`config.mk`:
```
export PLATFORM = sky130hd
export DESIGN_NAME = scoreboard_register_file
export DESIGN_NICKNAME = d
export VERILOG_FILES = /design/src/rtl/rf_pkg.sv /design/src/rtl/rf_scoreboard.sv /design/src/rtl/scoreboard_register_file.sv
export SDC_FILE = /design/constraint.sdc
export NUM_CORES = 2
export LEC_CHECK = 0
export CORE_MARGIN = 3
export CORE_UTILIZATION = 54
export DETAILED_ROUTE_END_ITERATION = 12
export PLACE_DENSITY = 0.74
export SLEW_MARGIN = 20
export SYNTH_ARGS = -nofsm -noshare
export SYNTH_HDL_FRONTEND = slang
export SYNTH_HIERARCHICAL = 1
export SYNTH_SLANG_ARGS = --single-unit
```
`constraint.sdc`:
```
create_clock -name clk -period 50.8 [get_ports clk]
set_input_delay 10.16 -clock clk [delete_from_list [all_inputs] [get_ports clk]]
set_output_delay 10.16 -clock clk [all_outputs]
set_load 0.02 [all_outputs]
```
`src/rtl/rf_pkg.sv`:
```
// Shared definitions for the scoreboard register file: clear-FSM state
// encoding and default geometry.
package rf_pkg;

    localparam logic RF_IDLE  = 1'b0;
    localparam logic RF_CLEAR = 1'b1;

    typedef enum logic {
        ST_IDLE  = RF_IDLE,
        ST_CLEAR = RF_CLEAR
    } rf_state_e;

    localparam int RF_DATA_WIDTH = 32;
    localparam int RF_ADDR_WIDTH = 5;
    localparam int RF_NUM_READ   = 2;

endpackage

```
`src/rtl/rf_scoreboard.sv`:
```
// Per-register pending bits. A bit is set by an accepted reservation and
// cleared by a writeback or by the clear sweep; set wins over clear so a
// same-cycle reserve and write to one register leaves it pending.
module rf_scoreboard
    import rf_pkg::*;
#(
    parameter int ADDR_WIDTH = RF_ADDR_WIDTH,
    parameter int NUM_READ   = RF_NUM_READ,
    parameter int DEPTH      = 2 ** ADDR_WIDTH
) (
    input  logic                         clk,
    input  logic                         rst,
    input  logic                         set_en_i,
    input  logic [ADDR_WIDTH-1:0]        set_addr_i,
    input  logic                         clr_en_i,
    input  logic [ADDR_WIDTH-1:0]        clr_addr_i,
    input  logic                         sweep_en_i,
    input  logic [ADDR_WIDTH-1:0]        sweep_addr_i,
    input  logic [ADDR_WIDTH-1:0]        query_addr_i,
    output logic                         query_pending_o,
    input  logic [NUM_READ*ADDR_WIDTH-1:0] lookup_addr_i,
    output logic [NUM_READ-1:0]          lookup_pending_o
);

    logic [DEPTH-1:0] pending_q;
    logic [DEPTH-1:0] pending_d;

    // Next-state of the pending vector: clears first, then the set overrides.
    always_comb begin
        pending_d = pending_q;
        if (clr_en_i) begin
            pending_d[clr_addr_i] = 1'b0;
        end
        if (sweep_en_i) begin
            pending_d[sweep_addr_i] = 1'b0;
        end
        if (set_en_i) begin
            pending_d[set_addr_i] = 1'b1;
        end
    end

    // Pending state register.
    always_ff @(posedge clk or posedge rst) begin
        if (rst) begin
            pending_q <= '0;
        end else begin
            pending_q <= pending_d;
        end
    end

    assign query_pending_o = pending_q[query_addr_i];

    for (genvar p = 0; p < NUM_READ; p++) begin : g_lookup
        assign lookup_pending_o[p] = pending_q[lookup_addr_i[p*ADDR_WIDTH +: ADDR_WIDTH]];
    end

endmodule

```
`src/rtl/scoreboard_register_file.sv`:
```
// Multi-port register file with same-cycle write-through bypass, a pending
// scoreboard for hazard detection, and a sequential clear sweep.
module scoreboard_register_file
    import rf_pkg::*;
#(
    parameter int DATA_WIDTH = RF_DATA_WIDTH,
    parameter int ADDR_WIDTH = RF_ADDR_WIDTH,
    parameter int NUM_READ   = RF_NUM_READ,
    parameter int ZERO_REG   = 1
) (
    input  logic                           clk,
    input  logic                           rst,
    input  logic                           regWrite,
    input  logic [ADDR_WIDTH-1:0]          writeAddr,
    input  logic [DATA_WIDTH-1:0]          writeData,
    input  logic [NUM_READ*ADDR_WIDTH-1:0] readAddr,
    output logic [NUM_READ*DATA_WIDTH-1:0] readData,
    output logic [NUM_READ-1:0]            readReady,
    input  logic                           reserveEn,
    input  logic [ADDR_WIDTH-1:0]          reserveAddr,
    output logic                           reserveAck,
    input  logic                           clearReq,
    output logic                           clearBusy
);

    localparam int DEPTH = 2 ** ADDR_WIDTH;
    localparam logic [ADDR_WIDTH-1:0] LAST_IDX = ADDR_WIDTH'(DEPTH - 1);

    rf_state_e             state_q;
    logic [ADDR_WIDTH-1:0] idx_q;
    logic                  busy_q;
    logic [DATA_WIDTH-1:0] regs_q [DEPTH];

    logic                  idle;
    logic                  wr_en;
    logic                  res_pending;
    logic                  res_set;
    logic [NUM_READ-1:0]   rd_pending;

    assign idle = (state_q == ST_IDLE);

    // Register 0 is hardwired to zero when ZERO_REG is set: writes and
    // reservations to it never touch state.
    assign wr_en      = regWrite && idle && !((ZERO_REG != 0) && (writeAddr == '0));
    assign reserveAck = reserveEn && idle && !res_pending;
    assign res_set    = reserveAck && !((ZERO_REG != 0) && (reserveAddr == '0));
    assign clearBusy  = busy_q;

    rf_scoreboard #(
        .ADDR_WIDTH (ADDR_WIDTH),
        .NUM_READ   (NUM_READ),
        .DEPTH      (DEPTH)
    ) u_scoreboard (
        .clk              (clk),
        .rst              (rst),
        .set_en_i         (res_set),
        .set_addr_i       (reserveAddr),
        .clr_en_i         (wr_en),
        .clr_addr_i       (writeAddr),
        .sweep_en_i       (!idle),
        .sweep_addr_i     (idx_q),
        .query_addr_i     (reserveAddr),
        .query_pending_o  (res_pending),
        .lookup_addr_i    (readAddr),
        .lookup_pending_o (rd_pending)
    );

    // Clear FSM: one entry per cycle from index 0 up to DEPTH-1, then idle.
    always_ff @(posedge clk or posedge rst) begin
        if (rst) begin
            state_q <= ST_IDLE;
            idx_q   <= '0;
            busy_q  <= 1'b0;
        end else begin
            case (state_q)
                ST_IDLE: begin
                    if (clearReq) begin
                        state_q <= ST_CLEAR;
                        idx_q   <= '0;
                        busy_q  <= 1'b1;
                    end
                end
                ST_CLEAR: begin
                    idx_q <= idx_q + 1'b1;
                    if (idx_q == LAST_IDX) begin
                        state_q <= ST_IDLE;
                        busy_q  <= 1'b0;
                    end
                end
                default: begin
                    state_q <= ST_IDLE;
                    busy_q  <= 1'b0;
                end
            endcase
        end
    end

    // Storage: the sweep owns the array while clearing, otherwise writeback.
    always_ff @(posedge clk or posedge rst) begin
        if (rst) begin
            for (int r = 0; r < DEPTH; r++) begin
                regs_q[r] <= '0;
            end
        end else if (!idle) begin
            regs_q[idx_q] <= '0;
        end else if (wr_en) begin
            regs_q[writeAddr] <= writeData;
        end
    end

    for (genvar p = 0; p < NUM_READ; p++) begin : g_read
        logic [ADDR_WIDTH-1:0] ra;
        assign ra = readAddr[p*ADDR_WIDTH +: ADDR_WIDTH];

        // Read mux: hardwired zero, then same-cycle bypass, then storage.
        always_comb begin
            readData[p*DATA_WIDTH +: DATA_WIDTH] = regs_q[ra];
            readReady[p] = !rd_pending[p];
            if ((ZERO_REG != 0) && (ra == '0)) begin
                readData[p*DATA_WIDTH +: DATA_WIDTH] = '0;
                readReady[p] = 1'b1;
            end else if (regWrite && idle && (writeAddr == ra)) begin
                readData[p*DATA_WIDTH +: DATA_WIDTH] = writeData;
                readReady[p] = 1'b1;
            end
        end
    end

endmodule

```
==> qor.yml <==
synthesis:
  synth_top_cells_by_area: "sky130_fd_sc_hd__dfrtp_1, sky130_fd_sc_hd__a22o_1, sky130_fd_sc_hd__mux4_2, sky130_fd_sc_hd__mux2i_1, sky130_fd_sc_hd__clkbuf_1"
  yosysSeqAreaShare: 0.467
  synthDominantAreaCellType: "sky130_fd_sc_hd__dfrtp_1"
  synth_largest_type_area_fraction: 0.467
  syn-cell-area_um2: 56900
  ys_seq_elements: 1063
  post_synthesis_average_cell_area_um2: 12.8
  post_synth_edffs: 0
  yosysWarnings: 6
  postSynthCellCount: 4432
  synth.distinct_cells: 66
  synthesis.nets: 4494
  async_flop_share: 1.00
  postSynth.topFlopCell: "sky130_fd_sc_hd__dfrtp_1"
clocking:
  clk_pin_slew_ns: 0.06
  insertion_delay_ns: 0.74
  numClockSinks: 1063
  post_cts.resized_instances: 0
  cts.htree.levels: 3
  cts-root-to-sink-buffers: 3
  cts.hold.buffers_added: 0
  tritoncts.num_buffers: 106
  cts_root_buffer: "sky130_fd_sc_hd__clkbuf_16"
  post-cts-setup-buffer-count: 0
  tritoncts: "built"
setup_path:
  critical_path.max_stage_delay_ns: 0.77
  worst_ep_required_time_ns: 40.64
  crit_top_cell: "sky130_fd_sc_hd__buf_4"
  rr_endpoint: "regs_q[417]"
  crit_chain: "clkbuf_8, buf_4, buf_4, nor2_4, buf_4, a22o_1, nor3_1, nor4_1, nor3_1, clkdlybuf4s50_1"
  timing.critical_path.fanout_max: 64
  crit_type: "in2out"
  category_of_the_worst_setup_path_launch_point: "input pin"
  rrSetupSlack_ns: 46.95
  critPathCapture: "readData[59]"
  cp-startpoint: "readAddr[6]"
  timing.critical_path.arrival_ns: 15.18
  critical-path-slowest-cell: "sky130_fd_sc_hd__nor3_1"
  worstReg2RegStart: "state_q"
  worst_r2r_path_depth: 8
  worst_setup_path_end_kind: "output pin"
global_route:
  grt_first_pass_wirelength_um: 322000
  grt.total_usage: 0.405
  grt.busiest_layer: "met2"
  grt_start_max_net_pins: 120
  first_global_vias: 45700
  use_met1: 0.519
  grt_antenna_before_repair: 11
  use_met3: 0.192
  grtUsageMet2: 0.550
  globalRoute.totalOverflow: 0
layout:
  finish.utilization: 0.604
  stdcell_count: 5758
  final_nets: 4350
  syn_to_final_growth_pct: 10.5
  share_of_post_route_cells_with_drive_strength_above_1: 0.205
floorplan:
  fp.coreArea_um2: 104000
  die-height_um: 331
  chipWidth_um: 331
  initial_core_utilization: 0.547
  dieArea_um2: 109000
  number_of_core_rows: 118
  boundary_pin_count: 125
pwr:
  p_per_area_nw_per_um2: 36.6
  power_leakage_nw: 27.7
  ir_worst_vdd_v: 0.0000292
timing:
  rsz_0062_raised_after_global_routing: "false"
  fin_tns_setup_ns: 0
  final.setup.worst_slack_ns: 25.46
  clock_tree_skew_after_final_layout_ns: 0.0280
  fmax_ghz: 0.0395
  transition_time_of_the_tightest_slew_check_pin_ns: 1.21
  setup-violations-final: 0
  final_worst_path_period_share: 0.499
  finalCriticalPeriod_ns: 25.34
  slew-limit-headroom: 0.175
  finalHoldViolCount: 0
  finalHoldWorstSlack_ns: 0.513
  final-max-slew-violation-count: 0
drt:
  drc: 0
  detailroute.via_count: 46900
  via_per_inst: 8.15
  ant_nets: 0
  postRouteWirelength_um: 224000
  dr.pass1.iters: 9
  detailedRoute.firstIterationViolations: 8224
  drt-wirelength-per-cell_um: 38.8
place:
  place.detailed.hpwl_um: 127000
  placement.io_buffers: 124
  post-place-cells: 5559
  place_worst_setup_slack_ns: 25.74
  place.gp.congestion: 0.977
min_path:
  holdCritPathClass: "reg2reg"
  hp_start: "regs_q[1022]"
run_status:
  outcome: "complete, no violations"
job:
  drv.max_cap_violation_count: 0
## how the worst min path moves through the flow
stage	cells after the start	endpoint	slack, ns
2_1_floorplan	1	regs_q[1005]	0.47
3_3_place_gp	1	regs_q[1013]	0.48
3_5_place_dp	1	regs_q[996]	0.49
4_1_cts	1	regs_q[999]	0.51
5_1_grt	1	regs_q[998]	0.52
6_report	1	regs_q[1022]	0.51
## Yosys cell counts, types with 31 or more instances
cell type                  instances
sky130_fd_sc_hd__a221oi_1         39
sky130_fd_sc_hd__nor2_1          137
sky130_fd_sc_hd__and2_1           43
sky130_fd_sc_hd__a22o_1         1044
sky130_fd_sc_hd__mux2_2           70
sky130_fd_sc_hd__a22oi_1         103
sky130_fd_sc_hd__nand2_1          81
sky130_fd_sc_hd__nor3_1           59
sky130_fd_sc_hd__o21ai_0          60
sky130_fd_sc_hd__clkbuf_1        362
sky130_fd_sc_hd__buf_6            31
sky130_fd_sc_hd__mux4_2          363
sky130_fd_sc_hd__buf_2            65
sky130_fd_sc_hd__o22ai_1          62
sky130_fd_sc_hd__buf_4            37
sky130_fd_sc_hd__a21oi_1          76
sky130_fd_sc_hd__mux2i_1         332
sky130_fd_sc_hd__buf_1            44
sky130_fd_sc_hd__dfrtp_1        1063
## cell type report
cell class              instances  area (um2)
clock buffers                 142        3020
inverters                      12        52.6
multi-input cells            2804       28300
repair buffers                301        2630
diodes                          5        12.5
fillers                      7918       41200
clock inverters                51         573
well taps                    1380        1730
flip-flops and latches       1063       26600
## placed cells by master (no fill, tap or decap), types with 19 or more instances in the layout
cell type,n
sky130_fd_sc_hd__dfrtp_1,1063
sky130_fd_sc_hd__a22o_1,1044
sky130_fd_sc_hd__mux4_2,363
sky130_fd_sc_hd__mux2i_1,332
sky130_fd_sc_hd__buf_4,172
sky130_fd_sc_hd__clkdlybuf4s50_1,114
sky130_fd_sc_hd__clkbuf_16,108
sky130_fd_sc_hd__nor2_1,104
sky130_fd_sc_hd__a22oi_1,103
sky130_fd_sc_hd__nand2_1,81
sky130_fd_sc_hd__mux2_2,70
sky130_fd_sc_hd__o22ai_1,62
sky130_fd_sc_hd__o21ai_0,59
sky130_fd_sc_hd__nor3_1,56
sky130_fd_sc_hd__a21oi_1,52
sky130_fd_sc_hd__and2_1,43
sky130_fd_sc_hd__a221oi_1,39
sky130_fd_sc_hd__nor2_4,31
sky130_fd_sc_hd__o211ai_1,26
sky130_fd_sc_hd__a2111oi_0,26
sky130_fd_sc_hd__nor4_1,26
sky130_fd_sc_hd__a21oi_4,24
sky130_fd_sc_hd__a211oi_1,23
sky130_fd_sc_hd__clkinv_2,21
sky130_fd_sc_hd__nor2b_1,20
sky130_fd_sc_hd__a221o_1,20
sky130_fd_sc_hd__clkbuf_8,20
sky130_fd_sc_hd__nand3_1,19
## power breakdown
group | switching [mW] | total (mW) | internal [mW]
combinational | 0.295 | 0.475 | 0.180
sequential | 0.0765 | 0.998 | 0.922
clock | 0.361 | 0.830 | 0.468
total | 0.733 | 2.30 | 1.57
## cell families after synthesis
group / after synthesis / share of synthesized area
muxes: 765 / 0.216
buffers and inverters: 565 / 0.0477
adders and majority gates: 5 / 0.00110
DFF: 1063 / 0.467
and+or+nand+nor: 491 / 0.0455
xor gates and xnor gates: 12 / 0.00185
AOI/OAI and AO/OA: 1531 / 0.220
## state kept, by name, indices dropped and copies added (netlist names)
register,cells
regs_q,1024
u_scoreboard/pending_q,32
clearBusy,1
idx_q,5
state_q,1
## metrics by stage
step           total power [mW]  instance area, um2
6_report                   2.30               62900
5_1_grt                    2.35               62900
4_1_cts                    2.27               62800
3_5_place_dp               1.46               59200
3_3_place_gp               1.45               59200
2_1_floorplan              1.28               56900
## worst max-delay path: cells and delay by family
kind | cells | cell delay, ns
simple gates | 4 | 1.58
buf+inv | 5 | 2.97
compound gates | 1 | 0.28
## layer usage
metal,vias up,share of wire,wire [um]
li1,17400,-,-
met1,23500,0.34,76000
met2,4776,0.41,91200
met3,1165,0.17,38500
met4,14,0.079,17600
met5,-,0.00097,217
Note: power is estimated with default switching activity, not from simulation.
